[src/rtl/wb_mem_bist_if.sv]
// Wishbone master-side bus bundle between the BIST engine and the SRAM slave port.
interface wb_mem_bist_if;
    logic [31:0] wbm_adr_o;
    logic [31:0] wbm_dat_o;
    logic [3:0]  wbm_sel_o;
    logic        wbm_we_o;
    logic        wbm_cyc_o;
    logic        wbm_stb_o;
    logic        wbm_ack_i;
    logic [31:0] wbm_dat_i;

    modport master (
        output wbm_adr_o, wbm_dat_o, wbm_sel_o, wbm_we_o, wbm_cyc_o, wbm_stb_o,
        input  wbm_ack_i, wbm_dat_i
    );

    modport slave (
        input  wbm_adr_o, wbm_dat_o, wbm_sel_o, wbm_we_o, wbm_cyc_o, wbm_stb_o,
        output wbm_ack_i, wbm_dat_i
    );
endinterface

[src/rtl/wb_mem_bist.sv]
// Wishbone master march BIST: write P, read P, write ~P, read ~P over MEM_WORDS words.
module wb_mem_bist #(
    parameter int unsigned MEM_WORDS = 256,
    parameter logic [31:0] BASE_ADR  = 32'h3000_0000,
    parameter int unsigned TIMEOUT   = 15
) (
    input  logic          wb_clk_i,
    input  logic          wb_rst_i,
    input  logic          start_i,
    input  logic [31:0]   seed_i,
    output logic          busy_o,
    output logic          done_o,
    output logic          pass_o,
    output logic          timeout_o,
    output logic [15:0]   err_cnt_o,
    output logic [31:0]   fail_adr_o,
    output logic [31:0]   fail_dat_o,
    wb_mem_bist_if.master wbm
);
    localparam int unsigned IDX_W = 16;
    localparam int unsigned TMO_W = $clog2(TIMEOUT + 1);
    localparam logic [IDX_W-1:0] LAST_IDX = IDX_W'(MEM_WORDS - 1);
    localparam logic [TMO_W-1:0] TMO_LAST = TMO_W'(TIMEOUT - 1);

    typedef enum logic [1:0] {IDLE, ISSUE, GAP, FIN} state_t;

    state_t           state;
    logic [31:0]      seed_q;
    logic [1:0]       phase;     // bit0: read phase, bit1: inverted pattern
    logic [IDX_W-1:0] idx;
    logic [TMO_W-1:0] tmo_cnt;

    logic             last_c;
    logic [IDX_W-1:0] nxt_idx_c;
    logic [1:0]       nxt_phase_c;
    logic [31:0]      nxt_adr_c;
    logic [31:0]      nxt_dat_c;
    logic [31:0]      exp_c;

    function automatic logic [31:0] pattern(input logic [31:0] s, input logic [IDX_W-1:0] i);
        return s ^ {i, ~i};
    endfunction

    // Next word/phase and the expected read value for the word on the bus
    always_comb begin
        last_c      = (idx == LAST_IDX);
        nxt_idx_c   = last_c ? '0 : idx + IDX_W'(1);
        nxt_phase_c = last_c ? phase + 2'd1 : phase;
        nxt_adr_c   = BASE_ADR + 32'({nxt_idx_c, 2'b00});
        nxt_dat_c   = nxt_phase_c[0] ? 32'h0 : (pattern(seed_q, nxt_idx_c) ^ {32{nxt_phase_c[1]}});
        exp_c       = pattern(seed_q, idx) ^ {32{phase[1]}};
    end

    // Sequencer: IDLE -> (ISSUE -> GAP)* -> FIN, all outputs registered
    always_ff @(posedge wb_clk_i) begin
        if (wb_rst_i) begin
            state         <= IDLE;
            seed_q        <= '0;
            phase         <= '0;
            idx           <= '0;
            tmo_cnt       <= '0;
            busy_o        <= 1'b0;
            done_o        <= 1'b0;
            pass_o        <= 1'b0;
            timeout_o     <= 1'b0;
            err_cnt_o     <= '0;
            fail_adr_o    <= '0;
            fail_dat_o    <= '0;
            wbm.wbm_adr_o <= '0;
            wbm.wbm_dat_o <= '0;
            wbm.wbm_sel_o <= '0;
            wbm.wbm_we_o  <= 1'b0;
            wbm.wbm_cyc_o <= 1'b0;
            wbm.wbm_stb_o <= 1'b0;
        end else begin
            done_o <= 1'b0;
            unique case (state)
                IDLE: begin
                    if (start_i) begin
                        seed_q        <= seed_i;
                        phase         <= '0;
                        idx           <= '0;
                        tmo_cnt       <= '0;
                        busy_o        <= 1'b1;
                        pass_o        <= 1'b0;
                        timeout_o     <= 1'b0;
                        err_cnt_o     <= '0;
                        fail_adr_o    <= '0;
                        fail_dat_o    <= '0;
                        wbm.wbm_adr_o <= BASE_ADR;
                        wbm.wbm_dat_o <= pattern(seed_i, '0);
                        wbm.wbm_sel_o <= 4'hF;
                        wbm.wbm_we_o  <= 1'b1;
                        wbm.wbm_cyc_o <= 1'b1;
                        wbm.wbm_stb_o <= 1'b1;
                        state         <= ISSUE;
                    end
                end
                ISSUE: begin
                    if (wbm.wbm_ack_i) begin
                        wbm.wbm_cyc_o <= 1'b0;
                        wbm.wbm_stb_o <= 1'b0;
                        wbm.wbm_sel_o <= '0;
                        wbm.wbm_we_o  <= 1'b0;
                        state         <= GAP;
                        if (phase[0] && (wbm.wbm_dat_i != exp_c)) begin
                            if (err_cnt_o != 16'hFFFF) begin
                                err_cnt_o <= err_cnt_o + 16'd1;
                            end
                            if (err_cnt_o == 16'd0) begin
                                fail_adr_o <= wbm.wbm_adr_o;
                                fail_dat_o <= wbm.wbm_dat_i;
                            end
                        end
                    end else if (tmo_cnt == TMO_LAST) begin
                        wbm.wbm_cyc_o <= 1'b0;
                        wbm.wbm_stb_o <= 1'b0;
                        wbm.wbm_sel_o <= '0;
                        wbm.wbm_we_o  <= 1'b0;
                        timeout_o     <= 1'b1;
                        done_o        <= 1'b1;
                        state         <= FIN;
                    end else begin
                        tmo_cnt <= tmo_cnt + TMO_W'(1);
                    end
                end
                GAP: begin
                    if (last_c && (phase == 2'd3)) begin
                        done_o <= 1'b1;
                        pass_o <= (err_cnt_o == 16'd0);
                        state  <= FIN;
                    end else begin
                        idx           <= nxt_idx_c;
                        phase         <= nxt_phase_c;
                        tmo_cnt       <= '0;
                        wbm.wbm_adr_o <= nxt_adr_c;
                        wbm.wbm_dat_o <= nxt_dat_c;
                        wbm.wbm_we_o  <= ~nxt_phase_c[0];
                        wbm.wbm_sel_o <= 4'hF;
                        wbm.wbm_cyc_o <= 1'b1;
                        wbm.wbm_stb_o <= 1'b1;
                        state         <= ISSUE;
                    end
                end
                FIN: begin
                    busy_o <= 1'b0;
                    state  <= IDLE;
                end
                default: state <= IDLE;
            endcase
        end
    end
endmodule
[src/flat_wrapper.sv]
// flat-port wrapper written by rule: the top's interface ports become plain ports
module wb_mem_bist_flat 
#(
    parameter int unsigned MEM_WORDS = 256,
    parameter logic [31:0] BASE_ADR  = 32'h3000_0000,
    parameter int unsigned TIMEOUT   = 15
)
  (wb_clk_i, wb_rst_i, start_i, seed_i, busy_o, done_o, pass_o, timeout_o, err_cnt_o, fail_adr_o, fail_dat_o, wbm_wbm_adr_o, wbm_wbm_dat_o, wbm_wbm_sel_o, wbm_wbm_we_o, wbm_wbm_cyc_o, wbm_wbm_stb_o, wbm_wbm_ack_i, wbm_wbm_dat_i);
  wb_mem_bist_if wbm_i ();
  input  logic wb_clk_i;
  input  logic wb_rst_i;
  input  logic start_i;
  input  logic [31:0] seed_i;
  output logic busy_o;
  output logic done_o;
  output logic pass_o;
  output logic timeout_o;
  output logic [15:0] err_cnt_o;
  output logic [31:0] fail_adr_o;
  output logic [31:0] fail_dat_o;
  output wire logic [$bits(wbm_i.wbm_adr_o)-1:0] wbm_wbm_adr_o;
  output wire logic [$bits(wbm_i.wbm_dat_o)-1:0] wbm_wbm_dat_o;
  output wire logic [$bits(wbm_i.wbm_sel_o)-1:0] wbm_wbm_sel_o;
  output wire logic [$bits(wbm_i.wbm_we_o)-1:0] wbm_wbm_we_o;
  output wire logic [$bits(wbm_i.wbm_cyc_o)-1:0] wbm_wbm_cyc_o;
  output wire logic [$bits(wbm_i.wbm_stb_o)-1:0] wbm_wbm_stb_o;
  input wire logic [$bits(wbm_i.wbm_ack_i)-1:0] wbm_wbm_ack_i;
  input wire logic [$bits(wbm_i.wbm_dat_i)-1:0] wbm_wbm_dat_i;
  assign wbm_wbm_adr_o = wbm_i.wbm_adr_o;
  assign wbm_wbm_dat_o = wbm_i.wbm_dat_o;
  assign wbm_wbm_sel_o = wbm_i.wbm_sel_o;
  assign wbm_wbm_we_o = wbm_i.wbm_we_o;
  assign wbm_wbm_cyc_o = wbm_i.wbm_cyc_o;
  assign wbm_wbm_stb_o = wbm_i.wbm_stb_o;
  assign wbm_i.wbm_ack_i = wbm_wbm_ack_i;
  assign wbm_i.wbm_dat_i = wbm_wbm_dat_i;
  wb_mem_bist #(.MEM_WORDS(MEM_WORDS), .BASE_ADR(BASE_ADR), .TIMEOUT(TIMEOUT)) u_core (.wb_clk_i(wb_clk_i), .wb_rst_i(wb_rst_i), .start_i(start_i), .seed_i(seed_i), .busy_o(busy_o), .done_o(done_o), .pass_o(pass_o), .timeout_o(timeout_o), .err_cnt_o(err_cnt_o), .fail_adr_o(fail_adr_o), .fail_dat_o(fail_dat_o), .wbm(wbm_i));
endmodule
[config.mk]
export PLATFORM = sky130hd
export DESIGN_NAME = wb_mem_bist_flat
export DESIGN_NICKNAME = d
export VERILOG_FILES = /design/src/rtl/wb_mem_bist_if.sv /design/src/rtl/wb_mem_bist.sv /design/src/flat_wrapper.sv
export SDC_FILE = /design/constraint.sdc
export NUM_CORES = 1
export LEC_CHECK = 0
export BUFFER_PORTS_ARGS = -buffer_cell sky130_fd_sc_hd__buf_2
export CORE_ASPECT_RATIO = 0.7
export CORE_MARGIN = 8
export CORE_UTILIZATION = 55
export CTS_BUF_LIST = sky130_fd_sc_hd__clkbuf_16
export DETAILED_ROUTE_END_ITERATION = 10
export GPL_TIMING_DRIVEN = 0
export HOLD_SLACK_MARGIN = 0.05
export PLACE_DENSITY_LB_ADDON = 0.1
export SLEW_MARGIN = 10
export SYNTH_ARGS = -nofsm -noshare
export SYNTH_HDL_FRONTEND = slang
export SYNTH_SLANG_ARGS = --single-unit
[constraint.sdc]
create_clock -name wb_clk_i -period 3.4 [get_ports wb_clk_i]
set_input_delay 0.68 -clock wb_clk_i [delete_from_list [all_inputs] [get_ports wb_clk_i]]
set_output_delay 0.68 -clock wb_clk_i [all_outputs]
set_load 0.02 [all_outputs]
# After elaboration in Yosys (flattened, before gate mapping)
# Index checks and enable logic that the tools add are counted.
[word_totals]
latchBits = 0
ram_bits = 0
register_bits = 210
output_inout_bits = 155
inputBits = 68
romBits = 0
memories = 0
wordCells = 128
[classes]
n_shift = 0
n_addsub = 5
magnitude_cmp = 0
reduce_logical = 18
n_mux = 61
eq_ne = 19
bitwise = 8
n_div = 0
mul = 0
[ops]
columns = ["cell", "n"]
rows = [
  ["$mux W32", 12],
  ["$pmux W32 S2", 4],
  ["$xor A32 B32 Y32", 4],
  ["$mux W16", 6],
  ["$pmux W16 S2", 2],
  ["$not A16 Y16", 3],
  ["$add A16 B1 Y16 const B", 2],
  ["$mux W4", 8],
  ["$ne A32 B32 Y1", 1],
  ["$add A30 B18 Y31 const A", 1],
  ["$pmux W4 S3", 2],
  ["$eq A16 B8 Y1 const B", 1],
  ["$logic_not A16 Y1", 1],
  ["$ne A16 B16 Y1 const B", 1],
  ["$reduce_and A5 Y1", 3],
  ["$mux W2", 7],
  ["$mux W1", 12],
  ["$ne A2 B1 Y1 const B", 5],
  ["$ne A2 B2 Y1 const B", 5],
  ["$pmux W1 S2", 4],
  ["$pmux W2 S4", 1],
  ["$reduce_and A4 Y1", 2],
  ["$eq A2 B2 Y1 const B", 3],
  ["$pmux W1 S3", 2],
  ["13 further kinds", 19],
]

# Logic depth before layout (Yosys ltp)
[depth]
word_depth = 8
mapped_depth = 11
ltp_nobuf = 9

# Least setup slack after synthesis
# Ideal clock, no wire load.
[synth_timing]
path_type = "register to register"
start = "register u_core.idx[1]"
end = "register u_core.wbm.wbm_dat_o[5]"
stages_incl_launch_ff = 11
path_buffers = 2
t_arrival_ns = 2.681
setup_time_ns = 0.078
slack_ns = 0.641
period_less_slack_ns = 2.759
required_time_ns = 3.322
cell_sequence = "dfxtp_1 > ha_1 > nand3_2 > nor3_2 > and2_1 > buf_4 > mux2i_4 > buf_6 > xnor3_1 > o221a_2 > nor3_1"
[synth_via]
elab_chain_len = 8
word_cells_on_any_way = 13
cone_classes = "add/sub (1); eq/ne (2); mux (5); bitwise (3); reduce/logical (2)"
[synth_lines]
columns = ["item", "line", "text"]
rows = [
  ["start, declared", "wb_mem_bist.sv:30", "logic [IDX_W-1:0] idx;"],
  ["start signal, assigned", "wb_mem_bist.sv:133", "idx <= nxt_idx_c;"],
  ["$add A16 B1 Y16 or $eq A16 B8 Y1 (tied branches)", "wb_mem_bist.sv:47, wb_mem_bist.sv:46", ""],
  ["$mux W16", "wb_mem_bist.sv:47", "nxt_idx_c = last_c ? '0 : idx + IDX_W'(1);"],
  ["$not A16 Y16", "wb_mem_bist.sv:41", "return s ^ {i, ~i};"],
  ["$xor A32 B32 Y32", "wb_mem_bist.sv:41", ""],
  ["$xor A32 B32 Y32", "wb_mem_bist.sv:50", "nxt_dat_c = nxt_phase_c[0] ? 32'h0 : (pattern(seed_q, nxt_idx_c) ^ {32{nxt_phase_c[1]}});"],
  ["$mux W32", "wb_mem_bist.sv:50", ""],
  ["$mux W32", "wb_mem_bist.sv:128", "if (last_c && (phase == 2'd3)) begin"],
  ["$pmux W32 S2", "wb_mem_bist.sv:77", "unique case (state)"],
  ["end signal, assigned", "wb_mem_bist.sv:91", "wbm.wbm_dat_o <= pattern(seed_i, '0);"],
  ["end signal, assigned", "wb_mem_bist.sv:137", "wbm.wbm_dat_o <= nxt_dat_c;"],
  ["end, declared", "wb_mem_bist_if.sv:13", "output wbm_adr_o, wbm_dat_o, wbm_sel_o, wbm_we_o, wbm_cyc_o, wbm_stb_o,"],
]
# Several ways; a longest one is shown, not always the timed one. The select of a mux whose other input is x is not followed.
# A chain may end at the register's enable or synchronous reset.

# Worst setup path after layout
[layout_timing]
start = "register u_core.state[0]"
end = "register u_core.idx[7]"
[layout_via]
elab_chain_len = 3
word_cells_on_any_way = 7
cone_classes = "eq/ne (3); mux (1); reduce/logical (3)"
[layout_lines]
columns = ["item", "line", "text"]
rows = [
  ["start, declared", "wb_mem_bist.sv:27", "state_t state;"],
  ["start signal, assigned", "wb_mem_bist.sv:57", "state <= IDLE;"],
  ["start signal, assigned", "wb_mem_bist.sv:96", "state <= ISSUE;"],
  ["start signal, assigned", "wb_mem_bist.sv:105", "state <= GAP;"],
  ["$eq A2 B2 Y1 or $logic_not A2 Y1 (tied branches)", "wb_mem_bist.sv:77", ""],
  ["$ne A2 B2 Y1 (no line) or $reduce_bool A2 Y1 (tied branches)", "-", ""],
  ["$reduce_and A3 Y1 (no line)", "-", ""],
]
# Several ways; a longest one is shown, not always the timed one.

==> reports/metrics.yaml <==
outcome:
  status: "finished clean"
setup_path:
  r2r_slack_ns: 0.21
  worstSetupPathType: "flop to flop"
  worstPathArrival_ns: 3.54
  cp_max_fo: 10
  cp_top_family: "compound AO/OA/AOI/OAI gates"
  end_kind: "flop"
  critical_path_buf_inv_count: 2
  critPathSlowestCell: "a31oi_1"
  critPathMaxStageDelay_ns: 0.89
  crit_chain: "inv_1, ha_1, clkbuf_1, nand2_1, a31oi_1, nand2_1, o21ai_0, nand2_1, a21oi_1"
  cp-start-kind: "flop"
  cp_common_cell: "nand2_1"
  cp.required_ns: 3.75
logic_synthesis:
  synth_area_um2: 9430
  synth_top_cell_area_share_pct: 34.0
  synthCells: 1095
  synth_cell_type_count: 63
  async_reset_ff_share_pct: 0
  ys_warn_count: 0
  ys.flop_type: "dfxtp_1"
  ys_ff_latch: 160
  yosysTopAreaCell: "dfxtp_1"
  syn_area_per_cell_um2: 8.61
  ys_seq_area_share_pct: 34.0
  synth_edf_count: 0
  ys_top_cells_by_area: "dfxtp_1 (34%), xnor3_1 (6.9%), nand2_1 (6.0%)"
layout:
  drive_gt1_share_pct: 22.6
  regArea_um2: 3200
  areaGrowthSynthToFinish_pct: 20.3
  nets: 1413
  diodes: 0
  multi_input_area_um2: 5570
  n_fill_cell: 1449
  fin_cells: 1578
place:
  place_inst: 1547
  portBuffers: 194
  gp_congestion: 0.980
  preCtsSetupSlack_ns: 0.250
  dpl.hpwl_um: 25400
floorplan:
  std_cell_rows: 40
  die_area_um2: 21700
  die_width_um: 172
  ioPinCount: 223
  coreArea_um2: 17000
  fp.dieH_um: 126
  initial_utilization_pct: 55.6
clock_tree:
  clkLatencyLatePin_ns: 0.43
  cts_setup_buffers: 0
  cts_inserted_buffers: 17
  cts_tree: "yes"
  cts_sinks: 160
  path_clk_slew_ns: 0.06
  cts_buffer_depth: 2
  htree_levels: 4
  clockRootBuffer: "clkbuf_16"
sta:
  clock_skew_ns: 0.00894
  worst_slew_pin_slew_ns: 1.14
  final-setup-viol-count: 0
  hold_viol_final: 0
  fin_crit_ns: 3.19
  rsz0062_at_grt: "false"
  finalSetupTns_ns: 0
  relSlewSlack_pct: 23.4
  drv_slew: 0
  fmax_mhz: 314
  post-route-period-util_pct: 93.7
  setup_slack_ns: 0.213
detailed_routing:
  detail_route.iter0.violations: 1204
  num_vias: 9358
  finalWirelength_um: 33000
  drc: 0
  drtAntennaViolNets: 0
  firstDrtPassIters: 5
  viasPerCell: 5.93
  wl_per_cell_um: 20.9
power:
  power_density_nw_per_um2: 605
  leakage_uw: 0.00507
  power.total_uw: 6870
  ir_drop_v: 0.000313
grt:
  grt_pass1_vias: 8650
  gr-total-overflow: 0
  antenna_found_initial: 0
  grt_max_degree: 17
  track_usage_pct: 29.5
  grt_pass1_wl_um: 49200
min_path:
  hp-class: "flop to flop"
flow_run:
  cap_violations: 0
## cell type report
cell class                 count  share of cell area [%]
multi-input combinational    815                    49.1
clock buffer                  17                    3.75
inverter                      15                   0.496
sequential                   160                    28.2
buffer                       132                    6.20
tap                          231                    2.55
timing repair buffer         194                    8.56
clock inverter                14                    1.12
## tightest hold or removal path: stages, from the launching register on
cell and delay (ns):
dfxtp_1 0.32, nand2_1 0.06, a31oi_1 0.06
## placed cells by master (no fill, tap or decap), types with 35 or more instances in the layout
cell	instances
nor2_1	74
buf_4	42
nand4_1	35
dfxtp_1	160
nand2_1	151
a31oi_1	35
a21oi_1	71
clkbuf_1	66
xnor2_1	41
buf_2	209
## state kept, by name, summed over array words and instances, names as in the netlist, 4 cells and up
register,cells
u_core.idx,15
u_core.tmo_cnt,4
u_core.fail_dat_o,32
u_core.wbm.wbm_dat_o,32
u_core.fail_adr_o,17
u_core.err_cnt_o,16
u_core.seed_q,32
## repair_timing
action,CTS,global route
hold buffers,0,0
endpoints found under the setup margin,0,7
gates resized for setup,0,1
## cell families (layout without fill, tap and decap cells)
logic type / Yosys count / in the layout / synth area share [%]
XOR/XNOR: 102 / 102 / 16.1
adder cells (fa/ha/maj): 10 / 10 / 1.33
AO/OA/AOI/OAI: 240 / 240 / 16.9
buffers and inverters: 147 / 372 / 8.06
other: 1 / 28 / 0.0398
flip-flops: 160 / 160 / 34.0
AND/OR/NAND/NOR: 426 / 426 / 22.5
multiplexers: 9 / 9 / 1.09
## per-layer routing
layer,vias to the layer above,routed length (µm),GRT usage [%]
li1,4324,-,-
met5,-,0,0
met1,4426,14400,42.2
met4,0,612,6.47
met3,53,4390,10.6
met2,555,13600,41.4
## path summary, 6_finish.rpt
kind                            to                   from  cells after the start
max                  u_core.idx[7]        u_core.state[0]                      9
min reg2reg  u_core.fail_dat_o[30]  u_core.fail_dat_o[30]                      2
max reg2reg          u_core.idx[7]        u_core.state[0]                      9
min          u_core.fail_dat_o[30]  u_core.fail_dat_o[30]                      2
## stage by stage
stage	area [µm²]	utilization [%]	hold slack, ns
floorplan	9530	-	0.450
global placement	10800	63.6	0.468
detailed placement	10800	63.6	0.473
CTS	11300	66.9	0.487
global route	11300	66.9	0.498
finish	11300	66.9	0.486
## Yosys cell counts (3+ instances only)
cell type,instances
xor3_1,15
buf_6,4
nor2_1,74
o21a_1,4
nor3_1,33
dfxtp_1,160
nand3b_1,33
o221a_2,5
xnor3_1,29
a22oi_1,18
inv_1,15
clkbuf_1,66
buf_4,42
o2bb2ai_1,3
nor4_1,9
nand4_1,35
nand2_1,151
buf_1,4
a21oi_1,72
a311oi_1,3
a211oi_1,20
o22ai_1,4
o32ai_1,21
a31o_2,3
a211oi_2,3
o21ai_0,27
o31a_1,3
a31oi_1,35
nand2b_1,30
or4_1,5
nand3_1,16
and3_1,20
o211ai_1,7
mux2i_1,8
xnor2_1,41
buf_2,15
ha_1,10
xor2_1,17
and2_1,4
## where the power goes
part           internal [µW]  switching, µW
registers               2110            196
logic                    932           1780
clock network           1060            789
No activity file was read; power rests on OpenSTA's default activity.
